File: config.mk
export PLATFORM = sky130hd
export DESIGN_NAME = port_c_gpio_flat
export DESIGN_NICKNAME = d
export VERILOG_FILES = /design/src/rtl/port_c_gpio_if.sv /design/src/rtl/port_c_gpio.sv /design/src/flat_wrapper.sv
export SDC_FILE = /design/constraint.sdc
export NUM_CORES = 1
export LEC_CHECK = 0
export CORE_ASPECT_RATIO = 1.5
export CORE_MARGIN = 1.5
export CORE_UTILIZATION = 37
export CTS_BUF_LIST = sky130_fd_sc_hd__clkbuf_2
export DETAILED_ROUTE_END_ITERATION = 12
export GPL_TIMING_DRIVEN = 1
export PLACE_DENSITY = 0.89
export SYNTH_ARGS = -nofsm -noshare
export SYNTH_HDL_FRONTEND = slang
export SYNTH_SLANG_ARGS = --single-unit
export TNS_END_PERCENT = 30
File: constraint.sdc
create_clock -name cp2 -period 2.5 [get_ports cp2]
set_clock_uncertainty 0.2 [all_clocks]
set_input_delay 0.375 -clock cp2 [delete_from_list [all_inputs] [get_ports cp2]]
set_output_delay 0.375 -clock cp2 [all_outputs]
set_load 0.05 [all_outputs]
File: src/rtl/port_c_gpio_if.sv
// I/O bus bundle between the MCU core and the Port C register block.
//   IO_Addr  : 6-bit I/O address
//   iore     : read strobe
//   iowe     : write strobe
//   dbus_in  : write data from the core
//   dbus_out : read data to the core
//   out_en   : read data valid / bus drive enable
// Modports: master (core side), slave (peripheral side).
interface port_c_gpio_if;
  logic [5:0] IO_Addr;
  logic       iore;
  logic       iowe;
  logic [7:0] dbus_in;
  logic [7:0] dbus_out;
  logic       out_en;

  modport master (
    output IO_Addr, iore, iowe, dbus_in,
    input  dbus_out, out_en
  );

  modport slave (
    input  IO_Addr, iore, iowe, dbus_in,
    output dbus_out, out_en
  );
endinterface

File: src/rtl/port_c_gpio.sv
// Port C GPIO (PC6..PC0) for an ATmega328PB-compatible core.
// Holds PORTC/DDRC, serves PINC reads, merges register settings with the RESET, TWI0, SPI1,
// ADC and PCINT alternate-function overrides and drives the per-pin pad controls.
// Ports:
//   cp2, ireset          : clock (rising edge), asynchronous active-high reset
//   bus                  : I/O bus (address, read/write strobes, data in/out, out_en)
//   pinC_i / DIC_o       : pad input values / gated digital input to peripherals
//   pu_C, dd_C, pv_C     : pull-up enable, output driver enable, output value per pin
//   die_C                : digital input enable per pin
//   PUD, SLEEP           : global pull-up disable, sleep state
//   RSTDISBL, TWEN0, SPE1, MSTR, SCK1_OUT, SPI1_SL_OUT, SCL0_OUT, SDA0_OUT,
//   ADCxD, PCINT, PCIE1  : alternate-function controls
// Optional macro PORTC_PIN_SYNC_EN: adds a 2-flop synchronizer on the PINC read path.
module port_c_gpio #(
  parameter logic [5:0] ADDR_PINC  = 6'h06,
  parameter logic [5:0] ADDR_DDRC  = 6'h07,
  parameter logic [5:0] ADDR_PORTC = 6'h08
) (
  input  logic          cp2,
  input  logic          ireset,
  port_c_gpio_if.slave  bus,
  input  logic [6:0]    pinC_i,
  output logic [6:0]    DIC_o,
  output logic [6:0]    pu_C,
  output logic [6:0]    dd_C,
  output logic [6:0]    pv_C,
  output logic [6:0]    die_C,
  input  logic          PUD,
  input  logic          SLEEP,
  input  logic          RSTDISBL,
  input  logic          TWEN0,
  input  logic          SPE1,
  input  logic          MSTR,
  input  logic          SCK1_OUT,
  input  logic          SPI1_SL_OUT,
  input  logic          SCL0_OUT,
  input  logic          SDA0_OUT,
  input  logic [5:0]    ADCxD,
  input  logic [6:0]    PCINT,
  input  logic          PCIE1
);

  logic [6:0] portc_q, portc_d;
  logic [6:0] ddrc_q, ddrc_d;
  logic [6:0] pin_rd;

  // Register writes; a 1 written to PINC toggles the matching PORTC bit.
  always_comb begin
    portc_d = portc_q;
    ddrc_d  = ddrc_q;
    if (bus.iowe) begin
      case (bus.IO_Addr)
        ADDR_PORTC: portc_d = bus.dbus_in[6:0];
        ADDR_PINC:  portc_d = portc_q ^ bus.dbus_in[6:0];
        ADDR_DDRC:  ddrc_d  = bus.dbus_in[6:0];
        default: ;
      endcase
    end
  end

  always_ff @(posedge cp2 or posedge ireset) begin
    if (ireset) begin
      portc_q <= 7'h00;
      ddrc_q  <= 7'h00;
    end else begin
      portc_q <= portc_d;
      ddrc_q  <= ddrc_d;
    end
  end

  // Alternate-function override / value terms per pin.
  logic [6:0] puoe, puov, ddoe, ddov, pvoe, pvov, dieoe, dieov;
  logic [6:0] pc_en;

  assign pc_en = PCINT & {7{PCIE1}};

  always_comb begin
    puoe  = '0;
    puov  = '0;
    ddoe  = '0;
    ddov  = '0;
    pvoe  = '0;
    pvov  = '0;
    dieoe = '0;
    dieov = '0;

    // PC6: RESET pin; once disabled the pin keeps a pull-up and stays an input.
    puoe[6]  = RSTDISBL;
    ddoe[6]  = RSTDISBL;
    puov[6]  = 1'b1;
    ddov[6]  = 1'b0;
    dieoe[6] = RSTDISBL | pc_en[6];
    dieov[6] = RSTDISBL;

    // PC5/PC4: TWI0 SCL/SDA, open-drain style driven from the TWI block.
    puoe[5] = TWEN0;
    ddoe[5] = TWEN0;
    pvoe[5] = TWEN0;
    puov[5] = portc_q[5] & ~PUD;
    ddov[5] = 1'b1;
    pvov[5] = SCL0_OUT;
    puoe[4] = TWEN0;
    ddoe[4] = TWEN0;
    pvoe[4] = TWEN0;
    puov[4] = portc_q[4] & ~PUD;
    ddov[4] = 1'b1;
    pvov[4] = SDA0_OUT;

    // PC1: SCK1 (output in master, forced input in slave).
    puoe[1] = SPE1 & ~MSTR;
    ddoe[1] = SPE1 & ~MSTR;
    puov[1] = portc_q[1] & ~PUD;
    ddov[1] = 1'b0;
    pvoe[1] = SPE1 & MSTR;
    pvov[1] = SCK1_OUT;

    // PC0: MISO1 (output in slave, forced input in master).
    puoe[0] = SPE1 & MSTR;
    ddoe[0] = SPE1 & MSTR;
    puov[0] = portc_q[0] & ~PUD;
    ddov[0] = 1'b0;
    pvoe[0] = SPE1 & ~MSTR;
    pvov[0] = SPI1_SL_OUT;

    // PC5..PC0: ADC disables the digital input unless a pin-change interrupt needs it.
    dieoe[5:0] = ADCxD | pc_en[5:0];
    dieov[5:0] = pc_en[5:0];
  end

  assign pu_C  = (puoe & puov) | (~puoe & portc_q & ~ddrc_q & {7{~PUD}});
  assign dd_C  = (ddoe & ddov) | (~ddoe & ddrc_q);
  assign pv_C  = (pvoe & pvov) | (~pvoe & portc_q);
  assign die_C = (dieoe & dieov) | (~dieoe & {7{~SLEEP}});
  assign DIC_o = pinC_i & die_C;

`ifdef PORTC_PIN_SYNC_EN
  logic [6:0] sync1_q, sync2_q;

  always_ff @(posedge cp2 or posedge ireset) begin
    if (ireset) begin
      sync1_q <= 7'h00;
      sync2_q <= 7'h00;
    end else begin
      sync1_q <= DIC_o;
      sync2_q <= sync1_q;
    end
  end

  assign pin_rd = sync2_q;
`else
  assign pin_rd = DIC_o;
`endif

  // Combinational read; returns pre-edge register contents during a same-cycle write.
  always_comb begin
    bus.out_en   = 1'b0;
    bus.dbus_out = 8'h00;
    if (bus.iore) begin
      case (bus.IO_Addr)
        ADDR_PINC: begin
          bus.out_en   = 1'b1;
          bus.dbus_out = {1'b0, pin_rd};
        end
        ADDR_DDRC: begin
          bus.out_en   = 1'b1;
          bus.dbus_out = {1'b0, ddrc_q};
        end
        ADDR_PORTC: begin
          bus.out_en   = 1'b1;
          bus.dbus_out = {1'b0, portc_q};
        end
        default: ;
      endcase
    end
  end

  logic unused_dbus_msb;
  assign unused_dbus_msb = bus.dbus_in[7];

endmodule

File: src/flat_wrapper.sv
// flat-port wrapper written by rule: the top's interface ports become plain ports
module port_c_gpio_flat 
#(
  parameter logic [5:0] ADDR_PINC  = 6'h06,
  parameter logic [5:0] ADDR_DDRC  = 6'h07,
  parameter logic [5:0] ADDR_PORTC = 6'h08
)
  (cp2, ireset, pinC_i, DIC_o, pu_C, dd_C, pv_C, die_C, PUD, SLEEP, RSTDISBL, TWEN0, SPE1, MSTR, SCK1_OUT, SPI1_SL_OUT, SCL0_OUT, SDA0_OUT, ADCxD, PCINT, PCIE1, bus_IO_Addr, bus_iore, bus_iowe, bus_dbus_in, bus_dbus_out, bus_out_en);
  port_c_gpio_if bus_i ();
  input  logic cp2;
  input  logic ireset;
  input  logic [6:0] pinC_i;
  output logic [6:0] DIC_o;
  output logic [6:0] pu_C;
  output logic [6:0] dd_C;
  output logic [6:0] pv_C;
  output logic [6:0] die_C;
  input  logic PUD;
  input  logic SLEEP;
  input  logic RSTDISBL;
  input  logic TWEN0;
  input  logic SPE1;
  input  logic MSTR;
  input  logic SCK1_OUT;
  input  logic SPI1_SL_OUT;
  input  logic SCL0_OUT;
  input  logic SDA0_OUT;
  input  logic [5:0] ADCxD;
  input  logic [6:0] PCINT;
  input  logic PCIE1;
  input wire logic [$bits(bus_i.IO_Addr)-1:0] bus_IO_Addr;
  input wire logic [$bits(bus_i.iore)-1:0] bus_iore;
  input wire logic [$bits(bus_i.iowe)-1:0] bus_iowe;
  input wire logic [$bits(bus_i.dbus_in)-1:0] bus_dbus_in;
  output wire logic [$bits(bus_i.dbus_out)-1:0] bus_dbus_out;
  output wire logic [$bits(bus_i.out_en)-1:0] bus_out_en;
  assign bus_i.IO_Addr = bus_IO_Addr;
  assign bus_i.iore = bus_iore;
  assign bus_i.iowe = bus_iowe;
  assign bus_i.dbus_in = bus_dbus_in;
  assign bus_dbus_out = bus_i.dbus_out;
  assign bus_out_en = bus_i.out_en;
  port_c_gpio #(.ADDR_PINC(ADDR_PINC), .ADDR_DDRC(ADDR_DDRC), .ADDR_PORTC(ADDR_PORTC)) u_core (.cp2(cp2), .ireset(ireset), .bus(bus_i), .pinC_i(pinC_i), .DIC_o(DIC_o), .pu_C(pu_C), .dd_C(dd_C), .pv_C(pv_C), .die_C(die_C), .PUD(PUD), .SLEEP(SLEEP), .RSTDISBL(RSTDISBL), .TWEN0(TWEN0), .SPE1(SPE1), .MSTR(MSTR), .SCK1_OUT(SCK1_OUT), .SPI1_SL_OUT(SPI1_SL_OUT), .SCL0_OUT(SCL0_OUT), .SDA0_OUT(SDA0_OUT), .ADCxD(ADCxD), .PCINT(PCINT), .PCIE1(PCIE1));
endmodule
==> results.txt, run 1 <==
The via count of the first global-routing pass is around 1600. The relative slew slack is around 62%. The top-level I/O count came out at 93. The max capacitance violation total came out at 0. IR analysis of the VDD net gives a maximum drop of approximately 370 uV.

Port buffering added 90 buffers. Summing the areas of all compound-gate instances in the mapped netlist gives between 10% and 20% of the synthesized area. The post-placement cell area is roughly 2500 sq um.

After detailed routing, the met2 layer carries between 2 and 3 mm of wire. Measured in cells, the most critical reg-to-reg path has a length of 3. After synthesis, the share of flip-flops with an asynchronous set or reset is between 90% and 100%. The largest delay contributor family on the critical path is buffers and inverters. The global-route wire length before repair came out at ~8 mm. The number of buffers and inverters on the critical path came out at 2.

The portion of the clock cycle consumed by the worst path in the final layout is between 90 and 100%. The top cell type's share of synthesized area is around 30%. The element type at the critical path end is a primary output.

The area fraction in and, or, nand and nor cells after synthesis is 25.3%. The total number of yosys warnings came out at 0. Relative to the synthesized area, the layout overhead comes to 124%.

The top metal layer carrying routed signals is met4. The first-pass detailed-route iteration total came out at 4. The number of buffers on the longest clock path came out at 2. The number of enable flip-flop cells after synthesis is 0. The count of final max-slew check failures came out at 0. The cell area after layout is roughly 2600 sq um.

By area the synthesized netlist is led by sky130_fd_sc_hd__dfrtp_1 (30%), sky130_fd_sc_hd__mux2_2 (16%), sky130_fd_sc_hd__and2_1 (4.8%). The maximum number of pins on one net before global-route repair came out at 15. The synthesized area is ~1200 sq um. The DRC violations left is 0. Setup slack on the critical path of the routed design comes to approximately 0.016 ns. The half-perimeter wire length of the detailed placement result came out at 4.27 mm.

After detailed routing, the total wire length is 5.57 mm. The top achievable clock speed is between 400 and 500 MHz. The vias after detailed routing came out at roughly 1600. The number of standard cells after synthesis is 131.

The cts-stage hold buffer count is 0. The number of hold violations in the final report came out at 0. The number of antenna violations at the first check in global routing came out at 0. The die area came out at 3510 sq um. Setup repair after global routing could not meet its margin everywhere.

STA puts the critical path data arrival time at between 1.5 and 2 ns. The mean area per synthesized cell is roughly 8.9 sq um. CTS placed an instance of sky130_fd_sc_hd__clkbuf_2 at the clock tree root.

Leaving out fill and tap cells, the most frequent cell in the layout is sky130_fd_sc_hd__clkdlybuf4s50_1. The synthesized design contains 14 register bits. The critical path is of the primary input to primary output type. The wire length the detailed router placed on met1 came out at 2.01 mm. In this run the number of cells on the critical path is 6. The overall routing resource usage is about 31%. The total length of routed met3 wires came out at roughly 370 microns.

The synthesized netlist devotes 0% of its cell area to adder and majority cells. The post-placement setup slack came out at -0.0994 ns. Global routing finished with a remaining overflow of 0. The critical path starts at bus_IO_Addr[5].

The number of nets in the synthesized netlist is 180. The data required time at the worst endpoint is 1.92 ns. The share of the yosys chip area belonging to registers came out at around 30%. Summed over all instances, the cell type with the most area after synthesis is sky130_fd_sc_hd__dfrtp_1.

The via density per instance is about 5.7. Summed over all cells, the static leakage comes to 1.14 nW. The prevailing post-synth register cell is sky130_fd_sc_hd__dfrtp_1. The die is between 70 and 80 microns tall. The combinational family with the most area after synthesis is simple AND/OR/NAND/NOR gates. The average wire length per cell after detail routing is 20.3 microns. The maximum fanout count along the critical path is 6. The count of cell types in the netlist is 29. The starting utilization of the core area is 39.4%.

TritonCTS built the clock tree. The number of nets with antenna violations after routing is 0. The later pin in the worst-skew pair is clocked with a latency of 0.29 ns. STA classifies the critical path startpoint as a primary input. The CTS buffer count came out at 3. Walking the worst path, the cells encountered are clkdlybuf4s50_1, nor2_1, nand2_2, nor2_2, a22o_1, buf_12. The count of inserted antenna diode cells came out at 0.

In this run the critical register-to-register path is captured at u_core.portc_q[6]. The proportion of layout cells with a drive suffix above 1 is approximately 42%. The top cell types in the final layout, fill and taps aside, are sky130_fd_sc_hd__clkdlybuf4s50_1 (50), sky130_fd_sc_hd__buf_12 (30), sky130_fd_sc_hd__buf_4 (24). The power density relative to cell area came out at 480 nW/um^2.

The slew at the pin closest to its max-slew limit is between 0.5 and 0.6 ns. The site row count is 24. CTS built an H-tree with a depth of 1. The run finished with clean final reports. The count of endpoints failing setup in the final report came out at 0.

The DRC violation total after the first TritonRoute iteration came out at 60. The global placement routability congestion came out at ~0.90. Clock-pin slew was measured on the worst setup and hold paths at 0.14 ns. The worst hold path belongs to the class primary input to async pin. The area share of xor/xnor cells in the synthesized design is 0%. The core region area is around 3000 sq um. For the finished layout, the period the worst path requires is 2.48 ns. In this run the critical register-to-register path is launched from u_core.portc_q[6].

The horizontal die dimension is between 40 and 50 microns. The number of buffers added for setup after CTS came out at 0. Counting every sink on the clock net gives 14. The number of nets in the layout is approximately 290. After synthesis, the share of cell area in mux cells is approximately 20%. The delay of the slowest cell on the worst path is 0.48 ns.

The internal reg-to-reg setup slack is 1.33 ns. The cell with the largest stage delay on the worst path is sky130_fd_sc_hd__clkdlybuf4s50_1. The share of the core filled with cells came out at between 80% and 90%. In this run the worst setup path terminates at bus_dbus_out[0].
==> power breakdown <==
group / leakage [nW] / switching [mW] / internal [mW] / total, mW
clock: 0.0140 / 0.0808 / 0.0347 / 0.115
combinational: 0.943 / 0.434 / 0.381 / 0.815
sequential: 0.183 / 0.0590 / 0.271 / 0.330
total: 1.14 / 0.574 / 0.687 / 1.26
==> how the worst min path moves through the flow <==
stage / start / endpoint / slack (ns) / depth (start not counted)
2_1_floorplan: ireset / u_core.ddrc_q[0] / 0.06 / 1
3_3_place_gp: u_core.ddrc_q[1] / u_core.ddrc_q[1] / 0.30 / 1
3_5_place_dp: u_core.ddrc_q[0] / u_core.ddrc_q[0] / 0.33 / 1
4_1_cts: ireset / u_core.ddrc_q[3] / 0.24 / 2
5_1_grt: ireset / u_core.ddrc_q[3] / 0.28 / 2
6_report: ireset / u_core.portc_q[0] / 0.24 / 2
==> kinds of logic after synthesis <==
family	Yosys count
AND/OR/NAND/NOR	52
AO/OA/AOI/OAI	30
multiplexers	21
flip-flops	14
buffers and inverters	13
other	1
==> registers in the layout, indices dropped and copies added (netlist names) <==
register and flops:
u_core.portc_q 7, u_core.ddrc_q 7
==> layout make-up <==
type                    count  area, sq um
repair buffers            108         1330
well taps                  39         48.8
flip-flops and latches     14          350
fillers                   129          348
inverters                   6         22.5
clock inverters             1         3.75
clock buffers               3         15.0
multi-input cells         104          860
==> per-stage QoR <==
step | setup TNS (ns) | power, mW | instances | hold slack, ns
2_1_floorplan | -0.739 | 0.749 | 131 | 0.0642
3_3_place_gp | -0.0129 | 1.10 | 271 | 0.304
3_5_place_dp | -0.535 | 1.13 | 271 | 0.333
4_1_cts | 0 | 1.24 | 275 | 0.239
5_1_grt | -0.228 | 1.31 | 275 | 0.278
6_report | 0 | 1.26 | 275 | 0.244
==> cell usage after synthesis (all sizes together) (4+ instances only) <==
library cell   n
nor2b          4
nor2           9
dfrtp         14
o2bb2ai        6
o22ai          5
buf            7
mux2          17
o21ai          5
inv            6
mux2i          4
a21oi          4
nand2         14
a22o           6
nor3b          7
and2           9
==> timing repair <==
item,in CTS,in global routing
pin swaps,0,2
cloned,0,0
resized for setup,7,10
endpoints found under the setup margin,6,6
==> routing by layer <==
metal | vias to the layer above | track usage, %
met5 | - | 0
met2 | 103 | 60.1
met4 | 0 | 15.2
li1 | 678 | -
met3 | 19 | 5.42
met1 | 755 | 29.9
No activity file was read; power rests on OpenSTA's default activity.
==> run 2, diff against run 1 <==
--- a/config.mk
+++ b/config.mk
@@ -12,6 +12,7 @@
 export DETAILED_ROUTE_END_ITERATION = 12
 export GPL_TIMING_DRIVEN = 1
 export PLACE_DENSITY = 0.89
+export RECOVER_POWER = 25
 export SYNTH_ARGS = -nofsm -noshare
 export SYNTH_HDL_FRONTEND = slang
 export SYNTH_SLANG_ARGS = --single-unit
==> run 2 against run 1 <==
Against the previous run: die area is the same; largest cell class unchanged; first-iteration DRC count decreased by 3.3%; highest routed layer unchanged; clock power hardly changed; critical path type unchanged; core utilization shrank 1.1 points; non-clock buffer count did not move; cell count unchanged.
==> results.txt, run 2 (same netlist as run 1, synthesis figures left out) <==
After detailed routing, the number of remaining DRC violations is 0. For the worst-skew pair, the clock arrives at the later sink with an insertion delay of 0.29 ns. The static leakage is ~1.1 nW. Summing all placed instances gives a cell area of approximately 2500 sq um. The maximum fanout count along the critical path is 6.

Headroom to the max-slew limit came out at ~59%. The worst setup path is captured at a primary output. The site row count came out at 24. The number of fillers in the final layout came out at around 140. The half-perimeter wire length of the detailed placement result is 4.27 mm. The clock sink count came out at 14.

The starting utilization of the core area came out at 39.4%. The total length of routed met3 wires is approximately 360 microns. The max capacitance violation total came out at 0. The peak supply drop came out at ~370 uV.

The CTS buffer count is 3. The number of antenna violations at the first check in global routing is 0. The via count of the first global-routing pass was 1615. The global-route wire length before repair came out at approximately 8 mm. The cts-stage hold buffer count came out at 0. The DRC violation total after the first TritonRoute iteration came out at 58.

For this run the aggregate overflow at the end of global routing stands at 0. The data required time at the worst endpoint came out at roughly 1.9 ns. The global placement routability congestion is about 0.9.

The die area came out at 3510 sq um. The library cells used most frequently in the layout, excluding fill and tap cells, are sky130_fd_sc_hd__clkdlybuf4s50_1 (49), sky130_fd_sc_hd__buf_12 (28), sky130_fd_sc_hd__buf_4 (24). The power density relative to cell area came out at 482 nW/um^2. The post-route non-filler standard cell count is between 200 and 300. The count of endpoints failing setup in the final report is 0.

The horizontal die dimension is roughly 49 microns. The first TritonRoute pass finished after 4 iterations. The path class of the lowest-slack min-delay path is flip-flop to flip-flop. The H-tree depth is 1. The flow ran to the end, and the final reports show no timing, DRC or antenna violations. The critical path in this run is classified as primary input to primary output. After detailed routing, the wire length on met1 is 2.02 mm.

The area growth from synthesis to layout is 122%. Of the cells placed in the final design, the portion with a size suffix greater than 1 is 41.5%. The overall routing resource usage is between 30 and 40%.

The number of buffers on the longest clock path is 2. The number of buffers added on ports came out at 90. The routed design uses a little under 3 mm of met2 wire. The tree is rooted in a sky130_fd_sc_hd__clkbuf_2. The y dimension of the die came out at between 70 and 80 microns. The vias after detailed routing is 1554. The via density per instance is 5.65. The number of buffers added for setup after CTS came out at 0. The portion of the clock cycle consumed by the worst path in the final layout is between 90% and 100%. At the pin with the least slew margin, the transition time is between 0.6 and 0.7 ns. The top metal layer carrying routed signals is met4.

The maximum number of pins on one net before global-route repair came out at 15. The number of hold violations in the final report is 0. The core region area came out at 2970 sq um. During I/O placement, the number of pins put on the boundary was a little over 90. The data arrival time of the worst path is roughly 1.9 ns. The clock transition at the registers of the reported paths is around 0.15 ns. The average wire length per cell after detail routing is between 20 and 25 microns. The cell area after layout is 2590 sq um. The final layout contains routed wiring with a total length of between 5 and 6 mm. The number of nets in the layout came out at between 200 and 300. The leading cell type in the layout, fill and taps excluded is sky130_fd_sc_hd__clkdlybuf4s50_1. Setup repair after global routing could not meet its margin everywhere. The count of final max-slew check failures is 0. Setup total negative slack on the finished layout was measured at 0 ns. The largest registers in the layout are u_core.ddrc_q x7, u_core.portc_q x7. The total placed cells including tap cells is 271. The number of antenna diodes in the final layout is 0. The worst slack on hold paths is between 0.3 and 0.4 ns. The clock period could shrink to 2.48 ns. The worst setup path is launched from a primary input. The top achievable clock speed came out at between 400 and 500 MHz. TritonCTS built the clock tree. The number of nets with antenna violations after routing came out at 0.
==> run 2: area by class of cell <==
class / count / area (sq um) / share of cell area [%]
Timing Repair Buffer: 108 / 1290 / 49.9
Tap cell: 39 / 48.8 / 1.88
Clock inverter: 1 / 3.75 / 0.145
Multi-Input combinational cell: 104 / 860 / 33.2
Clock buffer: 3 / 15.0 / 0.579
Inverter: 6 / 22.5 / 0.869
Sequential cell: 14 / 350 / 13.5
==> run 2: what timing repair did <==
item | CTS | global route
setup endpoints to repair | 6 | 6
resized for setup | 7 | 10
pin swaps | 0 | 2
==> run 2: stage by stage <==
stage          total power [mW]  util [%]  worst slack [ns]
2_1_floorplan             0.749         -            -0.136
3_3_place_gp               1.10      85.1           -0.0129
3_5_place_dp               1.13      85.1           -0.0994
4_1_cts                    1.24      86.3           0.00267
5_1_grt                    1.30      87.2           -0.0451
6_report                   1.25      87.2            0.0247
==> run 2: per-layer routing <==
layer,vias up,track usage [%]
met3,19,5.42
met2,105,60.1
met4,0,15.2
met1,753,29.9
li1,677,-
met5,-,0
==> run 2: critical path, cell delays in order <==
cell and delay, ns:
sky130_fd_sc_hd__clkdlybuf4s50_1 0.48, sky130_fd_sc_hd__nor2_1 0.22, sky130_fd_sc_hd__nand2_2 0.10, sky130_fd_sc_hd__nor2_2 0.31, sky130_fd_sc_hd__a22o_1 0.26, sky130_fd_sc_hd__buf_12 0.15
==> run 2: power by group <==
| group | total (mW) | internal (mW) | switching [mW] |
|---|---|---|---|
| Combinational | 0.805 | 0.372 | 0.433 |
| Sequential | 0.331 | 0.271 | 0.0593 |
| Clock | 0.115 | 0.0347 | 0.0802 |
==> run 2: path summary, 6_finish.rpt <==
path                                    from           endpoint  slack (ns)  cells past startpoint
setup / recovery              bus_IO_Addr[5]    bus_dbus_out[0]        0.02                      6
hold / removal              u_core.ddrc_q[0]   u_core.ddrc_q[0]        0.36                      1
setup reg to reg           u_core.portc_q[6]  u_core.portc_q[6]        1.33                      3
hold reg to reg             u_core.ddrc_q[0]   u_core.ddrc_q[0]        0.36                      1
max in group asynchronous             ireset  u_core.portc_q[2]        1.36                      2
min in group asynchronous             ireset  u_core.portc_q[0]        0.37                      2
